$ cat config.mk
export PLATFORM = sky130hd
export DESIGN_NAME = ct_spsram_8192x128_ctrl
export DESIGN_NICKNAME = d
export VERILOG_FILES = /design/src/rtl/ct_spsram_8192x128_ctrl.sv
export SDC_FILE = /design/constraint.sdc
export NUM_CORES = 1
export LEC_CHECK = 0
export ABC_AREA = 1
export CORE_AREA = 3 3 417 419
export DETAILED_ROUTE_END_ITERATION = 12
export DIE_AREA = 0 0 420 422
export SLEW_MARGIN = 15
export SYNTH_ARGS = -nofsm -noshare
export SYNTH_HDL_FRONTEND = slang
export SYNTH_SLANG_ARGS = --single-unit
$ cat constraint.sdc
create_clock -name forever_cpuclk -period 2 [get_ports forever_cpuclk]
set_input_delay 0.2 -clock forever_cpuclk [delete_from_list [all_inputs] [get_ports forever_cpuclk]]
set_output_delay 0.2 -clock forever_cpuclk [all_outputs]
set_load 0.02 [all_outputs]
$ cat src/rtl/ct_spsram_8192x128_ctrl.sv
// Sequencer and round-robin arbiter in front of a single-port 8192x128 SRAM.
// Runs an optional zero-fill sweep after reset, then serves two valid/ready requesters.
module ct_spsram_8192x128_ctrl #(
  parameter int unsigned ADDR_WIDTH = 13,
  parameter int unsigned DATA_WIDTH = 128,
  parameter int unsigned INIT_EN    = 1
) (
  input  logic                  forever_cpuclk,
  input  logic                  cpurst,
  input  logic                  req0_vld,
  output logic                  req0_rdy,
  input  logic                  req0_wr,
  input  logic [ADDR_WIDTH-1:0] req0_addr,
  input  logic [DATA_WIDTH-1:0] req0_wdata,
  input  logic [DATA_WIDTH-1:0] req0_wmask,
  input  logic                  req1_vld,
  output logic                  req1_rdy,
  input  logic                  req1_wr,
  input  logic [ADDR_WIDTH-1:0] req1_addr,
  input  logic [DATA_WIDTH-1:0] req1_wdata,
  input  logic [DATA_WIDTH-1:0] req1_wmask,
  output logic                  rsp0_vld,
  output logic                  rsp1_vld,
  output logic [DATA_WIDTH-1:0] rsp_data,
  output logic                  init_done,
  output logic [ADDR_WIDTH-1:0] sram_a,
  output logic                  sram_cen,
  output logic                  sram_gwen,
  output logic [DATA_WIDTH-1:0] sram_wen,
  output logic [DATA_WIDTH-1:0] sram_d,
  input  logic [DATA_WIDTH-1:0] sram_q
);

  typedef enum logic [0:0] {StInit, StRun} state_e;

  localparam logic [ADDR_WIDTH-1:0] LastAddr = '1;

  state_e                  state_q, state_d;
  logic [ADDR_WIDTH-1:0]   init_cnt_q, init_cnt_d;
  logic                    rr_ptr_q, rr_ptr_d;
  logic                    rsp0_q, rsp0_d;
  logic                    rsp1_q, rsp1_d;
  logic                    init_done_q, init_done_d;

  logic                    gnt0, gnt1;
  logic                    sel_wr;
  logic [ADDR_WIDTH-1:0]   sel_addr;
  logic [DATA_WIDTH-1:0]   sel_wdata;
  logic [DATA_WIDTH-1:0]   sel_wmask;

  // rr_ptr names the port that wins a tie; grants are suppressed while reset is held.
  always_comb begin
    gnt0 = 1'b0;
    gnt1 = 1'b0;
    if (!cpurst && state_q == StRun) begin
      if (req0_vld && (!req1_vld || !rr_ptr_q)) begin
        gnt0 = 1'b1;
      end else if (req1_vld) begin
        gnt1 = 1'b1;
      end
    end
  end

  always_comb begin
    sel_wr    = gnt1 ? req1_wr    : req0_wr;
    sel_addr  = gnt1 ? req1_addr  : req0_addr;
    sel_wdata = gnt1 ? req1_wdata : req0_wdata;
    sel_wmask = gnt1 ? req1_wmask : req0_wmask;
  end

  always_comb begin
    state_d     = state_q;
    init_cnt_d  = init_cnt_q;
    rr_ptr_d    = rr_ptr_q;
    init_done_d = init_done_q;
    rsp0_d      = gnt0 & ~req0_wr;
    rsp1_d      = gnt1 & ~req1_wr;
    sram_cen    = 1'b1;
    sram_gwen   = 1'b1;
    sram_wen    = '1;
    sram_a      = '0;
    sram_d      = '0;
    if (!cpurst) begin
      unique case (state_q)
        StInit: begin
          sram_cen  = 1'b0;
          sram_gwen = 1'b0;
          sram_wen  = '0;
          sram_a    = init_cnt_q;
          if (init_cnt_q == LastAddr) begin
            state_d     = StRun;
            init_done_d = 1'b1;
          end else begin
            init_cnt_d = init_cnt_q + 1'b1;
          end
        end
        StRun: begin
          if (gnt0 || gnt1) begin
            sram_cen = 1'b0;
            sram_a   = sel_addr;
            if (sel_wr) begin
              sram_gwen = 1'b0;
              sram_wen  = ~sel_wmask;
              sram_d    = sel_wdata;
            end
            // Point at the loser so it wins the next tie.
            rr_ptr_d = gnt0;
          end
        end
        default: ;
      endcase
    end
  end

  always_ff @(posedge forever_cpuclk) begin
    if (cpurst) begin
      state_q     <= (INIT_EN != 0) ? StInit : StRun;
      init_cnt_q  <= '0;
      rr_ptr_q    <= 1'b0;
      rsp0_q      <= 1'b0;
      rsp1_q      <= 1'b0;
      init_done_q <= (INIT_EN == 0);
    end else begin
      state_q     <= state_d;
      init_cnt_q  <= init_cnt_d;
      rr_ptr_q    <= rr_ptr_d;
      rsp0_q      <= rsp0_d;
      rsp1_q      <= rsp1_d;
      init_done_q <= init_done_d;
    end
  end

  assign req0_rdy  = gnt0;
  assign req1_rdy  = gnt1;
  // A reset arriving the cycle after a read grant must hide that response.
  assign rsp0_vld  = rsp0_q & ~cpurst;
  assign rsp1_vld  = rsp1_q & ~cpurst;
  assign rsp_data  = sram_q;
  assign init_done = init_done_q;

endmodule

==> flow_summary.yaml, run 1 <==
place:
  dpl.cell_count: 4255
  globalplace.congestion: 1.00
  dp_worst_setup_slack_ns: -1.21
  dpl.hpwl_mm: 112
  place.port_buffers: 819
synth:
  synth-adder-area-share_pct: 0.197
  synth_largest_type_area_fraction_pct: 18.5
  synth_flop_cell: "dfxtp_1"
  post_synth_main_area_contributors: "nand2_1 18%, buf_4 18%, nor2_1 14%"
  synth_cells: 1268
  yosys.area_share.simple_pct: 44.0
  netlist.top_cell.by_area: "nand2_1"
  synth.cells.most_frequent: "313 x nand2_1, 229 x nor2_1, 149 x buf_4"
  muxShareOfSynthArea_pct: 0
  post-synth-top-count-cell: "nand2_1"
  yosys_register_bits: 18
  synth_seq_area_share_pct: 5.67
  number_of_synthesized_flops_with_an_enable_pin: 0
  ys_async_sr_fraction_pct: 0
  post_synth_num_cell_types: 23
  main_combinational_cell_family_by_area_after_synthesis: "simple AND/OR/NAND/NOR gates"
  synth.avg_cell_area_um2: 5.01
  mappedNetlistNets: 1941
  post_synth_xor_area_fraction_pct: 0.414
  compound_cell_area_share_of_the_yosys_netlist_pct: 24.3
  synthesis.yosys.warnings: 0
  synth_area_mm2: 0.00635
clocking:
  cts_buffer_depth: 2
  cts_tree: "done"
  post_cts_clock_slew_at_the_launch_and_capture_registers_of_the_worst_setup_and_hold_paths_ns: 0.07
  cts_sinks: 18
  clock_tree.root_cell: "clkbuf_16"
  cts_buffers: 3
  ctsHtreeMaxLevel: 1
  clkLatencyLatePin_ns: 0.27
final_layout:
  multi_input_gate_area_mm2: 0.00717
  num-nets-final: 2775
  layout-drive-gt1-share_pct: 43.4
  layout.area.seq_um2: 365
  areaGrowthSynthToFinish_pct: 282
  post_layout_nonfiller_instances: 4345
  nFillCells: 19193
global_routing:
  grt_use_total_pct: 13.6
  overflow: 0
  first_pass_grt_wire_length_mm: 154
  initial_antenna_violation_count: 68
  grt_pass1_vias: 12685
  grt_start_max_net_pins: 46
critical_path:
  start_kind: "flop"
  timing.critical_path.slowest_stage_cell: "dfxtp_4"
  cp_common_cell: "buf_12"
  critical_path_peak_fanout: 9
  worst_ep_required_time_ns: 1.80
  worst_r2r_startpoint: "init_cnt_q[0]$_SDFFE_PP0P_"
  max_incr_delay_on_cp_ns: 0.36
  crit_type: "flop to primary output"
  worst-r2r-cell-count: 9
  cp-startpoint: "state_q$_SDFF_PP0_"
  crit_path_cell_trace: "inv_6, nor2_4, inv_2, nor2_4, buf_12, buf_16, buf_12, buf_4, o21ai_2, buf_4, nand3_2, buf_12"
  critical_path_arrival_ns: 2.23
  timing.critical_path.to_type: "primary output"
floorplan:
  design.core.area_mm2: 0.171
  die-area_mm2: 0.177
  ioPinCount: 1076
  placementRows: 152
  vertical_die_dimension_um: 422
  dieWidth_um: 420
  initial_cell_density_of_the_core_pct: 3.71
hold_path:
  hold-path-cell-count: 0
  holdCritPathClass: "input port to primary output"
  hold_path_startpoint: "sram_q[56]"
run_status:
  violations: "setup timing"
  run_status: "finished with violations"
sta:
  rsz0062_at_grt: "true"
  setup-violations-final: 271
  timing.final.crit_share_pct: 121
  timing.final.max_slew_violations: 0
  slew_headroom_pct: 56.0
  count_of_final_hold_check_violations: 0
  setup_ws_ns: -0.430
  hold_ws_ns: 0.400
  fin_crit_ns: 2.43
  setup_skew_after_layout_ns: 0.00545
  fmaxAchievable_ghz: 0.412
  max_slew.worst_pin.slew_ns: 0.655
  fin_setup_tns_ns: -80.44
power_and_ir_drop:
  power_per_cell_area_mw_per_mm2: 163
  irDropWorstVdd_mv: 0.192
  leakage_power_of_the_design_nw: 8.78
drt:
  vias_post_dr: 13458
  detail_route.first_pass.iterations: 7
  detail_route.wl_per_cell_um: 30.1
  drc: 0
  vias_per_cell: 3.10
  routed_wirelength_mm: 131
  drt_first_iter_violations: 1376
  drtAntennaViolNets: 0
flow_run:
  maxCapViolations: 0
==> final cells by class <==
cell class,instances,area share (%)
antenna,11,0.113
clock buffer,4,0.366
inverter,23,0.479
multi-input combinational,980,29.5
sequential,18,1.50
tap,2233,11.5
timing repair buffer,1076,56.5
==> kinds of logic after synthesis <==
| group | after synthesis |
|---|---|
| compound gates | 285 |
| simple gates | 691 |
| xor+xnor | 3 |
| buf+inv | 270 |
| fa+ha+maj | 1 |
| flops | 18 |
==> routing by layer <==
metal | track usage (%) | wire length [um] | up-vias
li1 | - | - | 5789
met1 | 13.7 | 41600 | 6389
met2 | 21.8 | 59700 | 985
met3 | 10.7 | 24900 | 263
met4 | 3.61 | 4610 | 32
met5 | 0 | 197 | -
==> layout by cell type (no fill, tap or decap), drive strengths merged <==
cell and count:
inv 23, nor2 231, diode 11, ha 1, dlygate4sd2 2, nand2 314
xor2 3, a21oi 59, o31ai 1, a31oi 13, nor3 1, o22ai 79
clkdlybuf4s15 2, clkdlybuf4s50 541, o21ai 133, nand3 139, nand3b 2, clkbuf 22
dfxtp 18, nand4 4, buf 513
==> what timing repair did <==
action                     in CTS  in global routing
hold buffers                    0                  0
setup endpoints to repair     273                271
pin swaps                      21                 65
resized for setup             708                385
hold endpoints to repair        0                  0
setup buffers                  30                 21
gates cloned                   22                 16
==> worst max-delay path, delay by kind of cell, from the launching register on <==
kind | cells | cell delay, ns
buffers and inverters | 8 | 1.12
DFF | 1 | 0.36
and+or+nand+nor | 3 | 0.19
AOI/OAI and AO/OA | 1 | 0.24
==> flip-flops by register name (all words and copies together) (netlist names) <==
name / cells
init_cnt_q: 13
init_done: 1
rr_ptr_q: 1
rsp0_q: 1
rsp1_q: 1
state_q: 1
==> report_power, final <==
| group | switching (W) | leakage [nW] | total (W) | internal, W |
|---|---|---|---|---|
| Sequential | 0.00000464 | 0.147 | 0.000367 | 0.000362 |
| Combinational | 0.00132 | 8.59 | 0.00309 | 0.00177 |
| Clock | 0.000193 | 0.0442 | 0.000500 | 0.000307 |
| Total | 0.00152 | 8.78 | 0.00396 | 0.00243 |
==> through the flow <==
stage | total power, W | utilization (%) | instance area (um2)
after floorplan | 0.00123 | - | 6350
after global placement | 0.00307 | 11.3 | 19400
after detailed placement | 0.00308 | 11.3 | 19400
after CTS | 0.00376 | 12.9 | 22000
after global routing | 0.00412 | 14.2 | 24300
final | 0.00396 | 14.2 | 24300
==> final timing paths <==
check / end / slack, ns
worst max register to register: init_cnt_q[5]$_SDFFE_PP0P_ / 0.28
worst max-delay path: sram_wen[120] / -0.43
worst min-delay path: rsp_data[56] / 0.40
worst min register to register: init_done$_SDFFE_PP0P_ / 0.50
Note: power is estimated with default switching activity, not from simulation.
==> run 2: changes to the inputs <==
PLACE_DENSITY_LB_ADDON = 0.08   (was default)
==> flow_summary.yaml, run 2 (same netlist as run 1, synthesis figures left out) <==
power_and_ir_drop:
  power.net_switching_w: 0.00133
  clock_power_share_pct: 12.8
  power_per_cell_area_mw_per_mm2: 144
  power.internal_w: 0.00229
  switching_part_of_the_total_pct: 36.6
  pwr-share-seq_pct: 10.2
  leakage_power_of_the_design_nw: 9.27
  irDropWorstVdd_mv: 0.297
  share_comb_of_total_power_pct: 76.9
critical_path:
  critical_path_peak_fanout: 8
  crit_path_cell_trace: "nand2_2, nand2_4, nand2_4, nor2_4, inv_4, nand2_4, nand2_4, buf_12, nand2_8, buf_16, buf_12, buf_12, buf_6, nand3_2, buf_6"
  cp.buffers_inverters: 7
  critPathTopFamily: "buffers and inverters"
  critical_path_arrival_ns: 2.25
  start_kind: "flop"
  cp_common_cell: "nand2_4"
  timing.critical_path.to_type: "primary output"
  timing.critical_path.slowest_stage_cell: "dfxtp_2"
  crit_type: "flop to primary output"
  worst_ep_required_time_ns: 1.80
  max_incr_delay_on_cp_ns: 0.34
floorplan:
  initial_cell_density_of_the_core_pct: 3.71
  dieWidth_um: 420
  placementRows: 152
  ioPinCount: 1076
  design.core.area_mm2: 0.171
  vertical_die_dimension_um: 422
  die-area_mm2: 0.177
sta:
  setup-violations-final: 257
  count_of_final_hold_check_violations: 0
  max_slew.worst_pin.slew_ns: 0.604
  timing.final.max_slew_violations: 0
  slew_headroom_pct: 59.7
  setup_skew_after_layout_ns: 0.00457
  fin_crit_ns: 2.45
  timing.final.crit_share_pct: 123
  fmaxAchievable_ghz: 0.408
  rsz0062_at_grt: "true"
  hold_ws_ns: 0.400
  setup_ws_ns: -0.450
global_routing:
  first_pass_grt_wire_length_mm: 139
  initial_antenna_violation_count: 15
  overflow: 0
  grt_start_max_net_pins: 55
  grt_pass1_vias: 12781
  grt_use_total_pct: 11.7
clocking:
  post_cts_clock_slew_at_the_launch_and_capture_registers_of_the_worst_setup_and_hold_paths_ns: 0.06
  cts_buffers: 3
  cts_sinks: 18
  cts_buffer_depth: 2
  clock_tree.root_cell: "clkbuf_16"
  ctsHtreeMaxLevel: 1
  cts_tree: "done"
  clkLatencyLatePin_ns: 0.25
final_layout:
  nFillCells: 19345
  final_common_cell: "clkdlybuf4s50_1"
  final_cell_mix: "543 x clkdlybuf4s50_1, 276 x nand2_1, 266 x buf_6"
  layout-drive-gt1-share_pct: 47.3
  largest_register_ff_count: 13
  largest_register: "init_cnt_q"
  areaGrowthSynthToFinish_pct: 294
  fin_area_mm2: 0.0250
  num-nets-final: 2843
drt:
  detail_route.wl_per_cell_um: 25.5
  drt_first_iter_violations: 538
  vias_per_cell: 2.88
  drtAntennaViolNets: 0
  detail_route.first_pass.iterations: 5
  routed_wirelength_mm: 112
  vias_post_dr: 12697
  drc: 0
place:
  postPlaceCellArea_mm2: 0.0177
  place.port_buffers: 819
  dpl.hpwl_mm: 88.6
  dp_worst_setup_slack_ns: -1.05
  globalplace.congestion: 0.818
flow_run:
  maxCapViolations: 0
run_status:
  violations: "setup timing"
  run_status: "finished with violations"
hold_path:
  holdCritPathClass: "input port to primary output"
-- run 2: stage by stage --
stage | utilization [%] | std cells | power (W) | setup TNS, ns
floorplan | - | 1268 | 0.00123 | 0
global placement | 10.4 | 4220 | 0.00264 | -202.34
detailed placement | 10.4 | 4220 | 0.00263 | -181.98
CTS | 12.6 | 4347 | 0.00334 | -88.46
global route | 14.6 | 4404 | 0.00378 | -100.91
finish | 14.6 | 4404 | 0.00362 | -75.36
-- run 2: repair_timing --
action,CTS,global route
buffers inserted,94,70
resized for setup,1312,688
setup endpoints to repair,275,273
hold buffers,0,0
pin swaps,56,105
cloned,38,14
-- run 2: final cells by class --
| type | count | area (um2) | share of cell area [%] |
|---|---|---|---|
| Clock buffer | 4 | 88.8 | 0.355 |
| Sequential cell | 18 | 363 | 1.45 |
| Inverter | 23 | 111 | 0.445 |
| Tap cell | 2233 | 2790 | 11.2 |
| Antenna cell | 2 | 5.00 | 0.0200 |
| Timing Repair Buffer | 1144 | 13900 | 55.6 |
| Multi-Input combinational cell | 980 | 7750 | 31.0 |
-- run 2: metal layers --
layer | GRT usage, % | vias to the layer above | wire length (um)
li1 | - | 5930 | -
met1 | 14.0 | 6293 | 45100
met3 | 4.05 | 60 | 8970
met4 | 0.472 | 8 | 851
met2 | 21.0 | 406 | 57200
met5 | 0.547 | - | 150
-- run 2: path summary, 6_finish.rpt --
| kind | startpoint | to | slack (ns) | cells past startpoint |
|---|---|---|---|---|
| max | rr_ptr_q$_SDFFE_PP0P_ | sram_wen[86] | -0.45 | 15 |
| min | sram_q[0] | rsp_data[0] | 0.40 | 0 |
| max reg2reg | init_cnt_q[1]$_SDFFE_PP0P_ | init_cnt_q[9]$_SDFFE_PP0P_ | 0.42 | 9 |
| min reg2reg | init_done$_SDFFE_PP0P_ | init_done$_SDFFE_PP0P_ | 0.50 | 2 |
-- run 2: power by group through the flow --
stage / clock (W) / sequential [W] / combinational (W)
finish: 0.000465 / 0.000369 / 0.00278
global route: 0.000490 / 0.000370 / 0.00292
CTS: 0.000481 / 0.000369 / 0.00249
detailed placement: 0 / 0.000377 / 0.00225
global placement: 0 / 0.000377 / 0.00226
floorplan: 0 / 0.000378 / 0.000854
==> run 3: changes to the inputs <==
ABC_CLOCK_PERIOD_IN_PS = 2000   (was default)
PLACE_DENSITY = 0.34   (was default)
PLACE_DENSITY_LB_ADDON = default   (was 0.08)
==> flow_summary.yaml, run 3 (same netlist as run 1, synthesis figures left out) <==
run_status:
  run_status: "finished with violations"
  violations: "setup timing"
global_routing:
  first_pass_grt_wire_length_mm: 149
  overflow: 0
  grt_use_total_pct: 13.2
  grt_pass1_vias: 12465
  grt_start_max_net_pins: 47
  initial_antenna_violation_count: 30
final_layout:
  multi_input_gate_area_mm2: 0.00728
  post_layout_nonfiller_instances: 4406
  layout-drive-gt1-share_pct: 45.4
  areaGrowthSynthToFinish_pct: 286
  largest_register_ff_count: 13
  layout.area.seq_um2: 365
  final_cell_mix: "542 x clkdlybuf4s50_1, 291 x nand2_1, 191 x buf_4"
  num-nets-final: 2847
  largest_register: "init_cnt_q"
  nFillCells: 19477
  fin_area_mm2: 0.0245
  final_common_cell: "clkdlybuf4s50_1"
power_and_ir_drop:
  power.net_switching_w: 0.00138
  clock_power_share_pct: 11.6
  irDropWorstVdd_mv: 0.211
  power_per_cell_area_mw_per_mm2: 150
  share_comb_of_total_power_pct: 78.4
  leakage_power_of_the_design_nw: 9.16
  switching_part_of_the_total_pct: 37.7
  power.internal_w: 0.00228
  pwr-share-seq_pct: 10.0
drt:
  routed_wirelength_mm: 127
  drc: 0
  vias_post_dr: 12803
  vias_per_cell: 2.91
  detail_route.wl_per_cell_um: 28.8
  drt_first_iter_violations: 647
  drtAntennaViolNets: 0
  detail_route.first_pass.iterations: 5
sta:
  setup_skew_after_layout_ns: 0.00359
  count_of_final_hold_check_violations: 0
  setup-violations-final: 271
  slew_headroom_pct: 61.2
  fmaxAchievable_ghz: 0.396
  rsz0062_at_grt: "true"
  fin_crit_ns: 2.52
  timing.final.max_slew_violations: 0
  setup_ws_ns: -0.524
  max_slew.worst_pin.slew_ns: 0.583
  timing.final.crit_share_pct: 126
clocking:
  ctsHtreeMaxLevel: 1
  clkLatencyLatePin_ns: 0.26
  cts_sinks: 18
  post_cts_hold_buffer_count: 0
  post_cts_clock_slew_at_the_launch_and_capture_registers_of_the_worst_setup_and_hold_paths_ns: 0.06
  cts_tree: "done"
  clock_tree.root_cell: "clkbuf_16"
  cts_buffers: 3
  cts_buffer_depth: 2
floorplan:
  design.core.area_mm2: 0.171
  placementRows: 152
  initial_cell_density_of_the_core_pct: 3.71
  ioPinCount: 1076
  vertical_die_dimension_um: 422
  die-area_mm2: 0.177
  dieWidth_um: 420
critical_path:
  critical_path_peak_fanout: 6
  worst_ep_required_time_ns: 1.80
  critical_path_arrival_ns: 2.32
  timing.critical_path.to_type: "primary output"
  start_kind: "flop"
  crit_type: "flop to primary output"
place:
  place.port_buffers: 819
  dpl.cell_count: 4276
  dp_worst_setup_slack_ns: -1.03
  postPlaceCellArea_mm2: 0.0185
  globalplace.congestion: 0.877
  dpl.hpwl_mm: 108
flow_run:
  maxCapViolations: 0
hold_path:
  holdCritPathClass: "input port to primary output"
-- run 3: cell count changes in the layout (fill, tap and decap cells not counted), moves of 19 or more --
cell	change
a21oi_4	-21
buf_12	+35
buf_16	-19
buf_4	+82
buf_6	-104
nor2_4	-21
o22ai_1	+28
o22ai_4	-29
-- run 3: repair_timing --
| action | in CTS | in global routing |
|---|---|---|
| pin swaps | 29 | 38 |
| cloned | 24 | 21 |
| resized for setup | 529 | 861 |
| setup buffers | 39 | 77 |
| endpoints found under the setup margin | 273 | 273 |
-- run 3: cell type report --
class                      instances  share of cell area, %
tap                             2233                   11.4
antenna                            1                 0.0102
inverter                          23                  0.531
sequential                        18                   1.49
multi-input combinational        980                   29.7
clock buffer                       3                  0.306
timing repair buffer            1148                   56.6
-- run 3: path summary, 6_finish.rpt --
| kind | end | depth (start not counted) | startpoint | slack (ns) |
|---|---|---|---|---|
| hold reg to reg | init_cnt_q[12]$_SDFFE_PP0P_ | 2 | init_cnt_q[12]$_SDFFE_PP0P_ | 0.52 |
| setup / recovery | sram_d[27] | 15 | rr_ptr_q$_SDFFE_PP0P_ | -0.52 |
| setup reg to reg | init_cnt_q[5]$_SDFFE_PP0P_ | 9 | init_cnt_q[1]$_SDFFE_PP0P_ | 0.27 |
| hold / removal | rsp_data[0] | 0 | sram_q[0] | 0.40 |
-- run 3: worst max-delay path, cell delays in order (launching register included) --
cell,delay (ns)
dfxtp_2,0.34
nand2_2,0.05
nand2_2,0.09
nand2_4,0.06
nor2_4,0.18
buf_12,0.17
buf_6,0.11
nand2_4,0.06
nand2_8,0.12
buf_12,0.11
buf_12,0.12
buf_16,0.18
buf_16,0.15
buf_6,0.11
nor2_4,0.03
buf_12,0.14
-- run 3: stage by stage --
step	hold WS, ns	util, %	total power, W	TNS, ns
after global placement	0.400	10.8	0.00281	-190.44
after detailed placement	0.400	10.8	0.00281	-174.79
after CTS	0.400	12.1	0.00342	-118.20
final	0.400	14.3	0.00367	-100.47
after global routing	0.400	14.3	0.00383	-118.97
after floorplan	0.272	-	0.00123	0
-- run 3: metal layers --
metal	share of wire (%)	wire, um	vias to the layer above	global-route usage, %
met3	14	17300	150	8.09
li1	-	-	5926	-
met5	0.019	24	-	0
met2	51	65000	551	23.9
met4	2.2	2780	4	2.09
met1	33	41900	6172	12.8
-- run 3: power by group through the flow --
stage | sequential, W | clock, W | combinational, W
after floorplan | 0.000378 | 0 | 0.000854
after global placement | 0.000377 | 0 | 0.00244
after detailed placement | 0.000377 | 0 | 0.00243
after CTS | 0.000369 | 0.000426 | 0.00263
after global routing | 0.000369 | 0.000439 | 0.00303
final | 0.000368 | 0.000425 | 0.00287
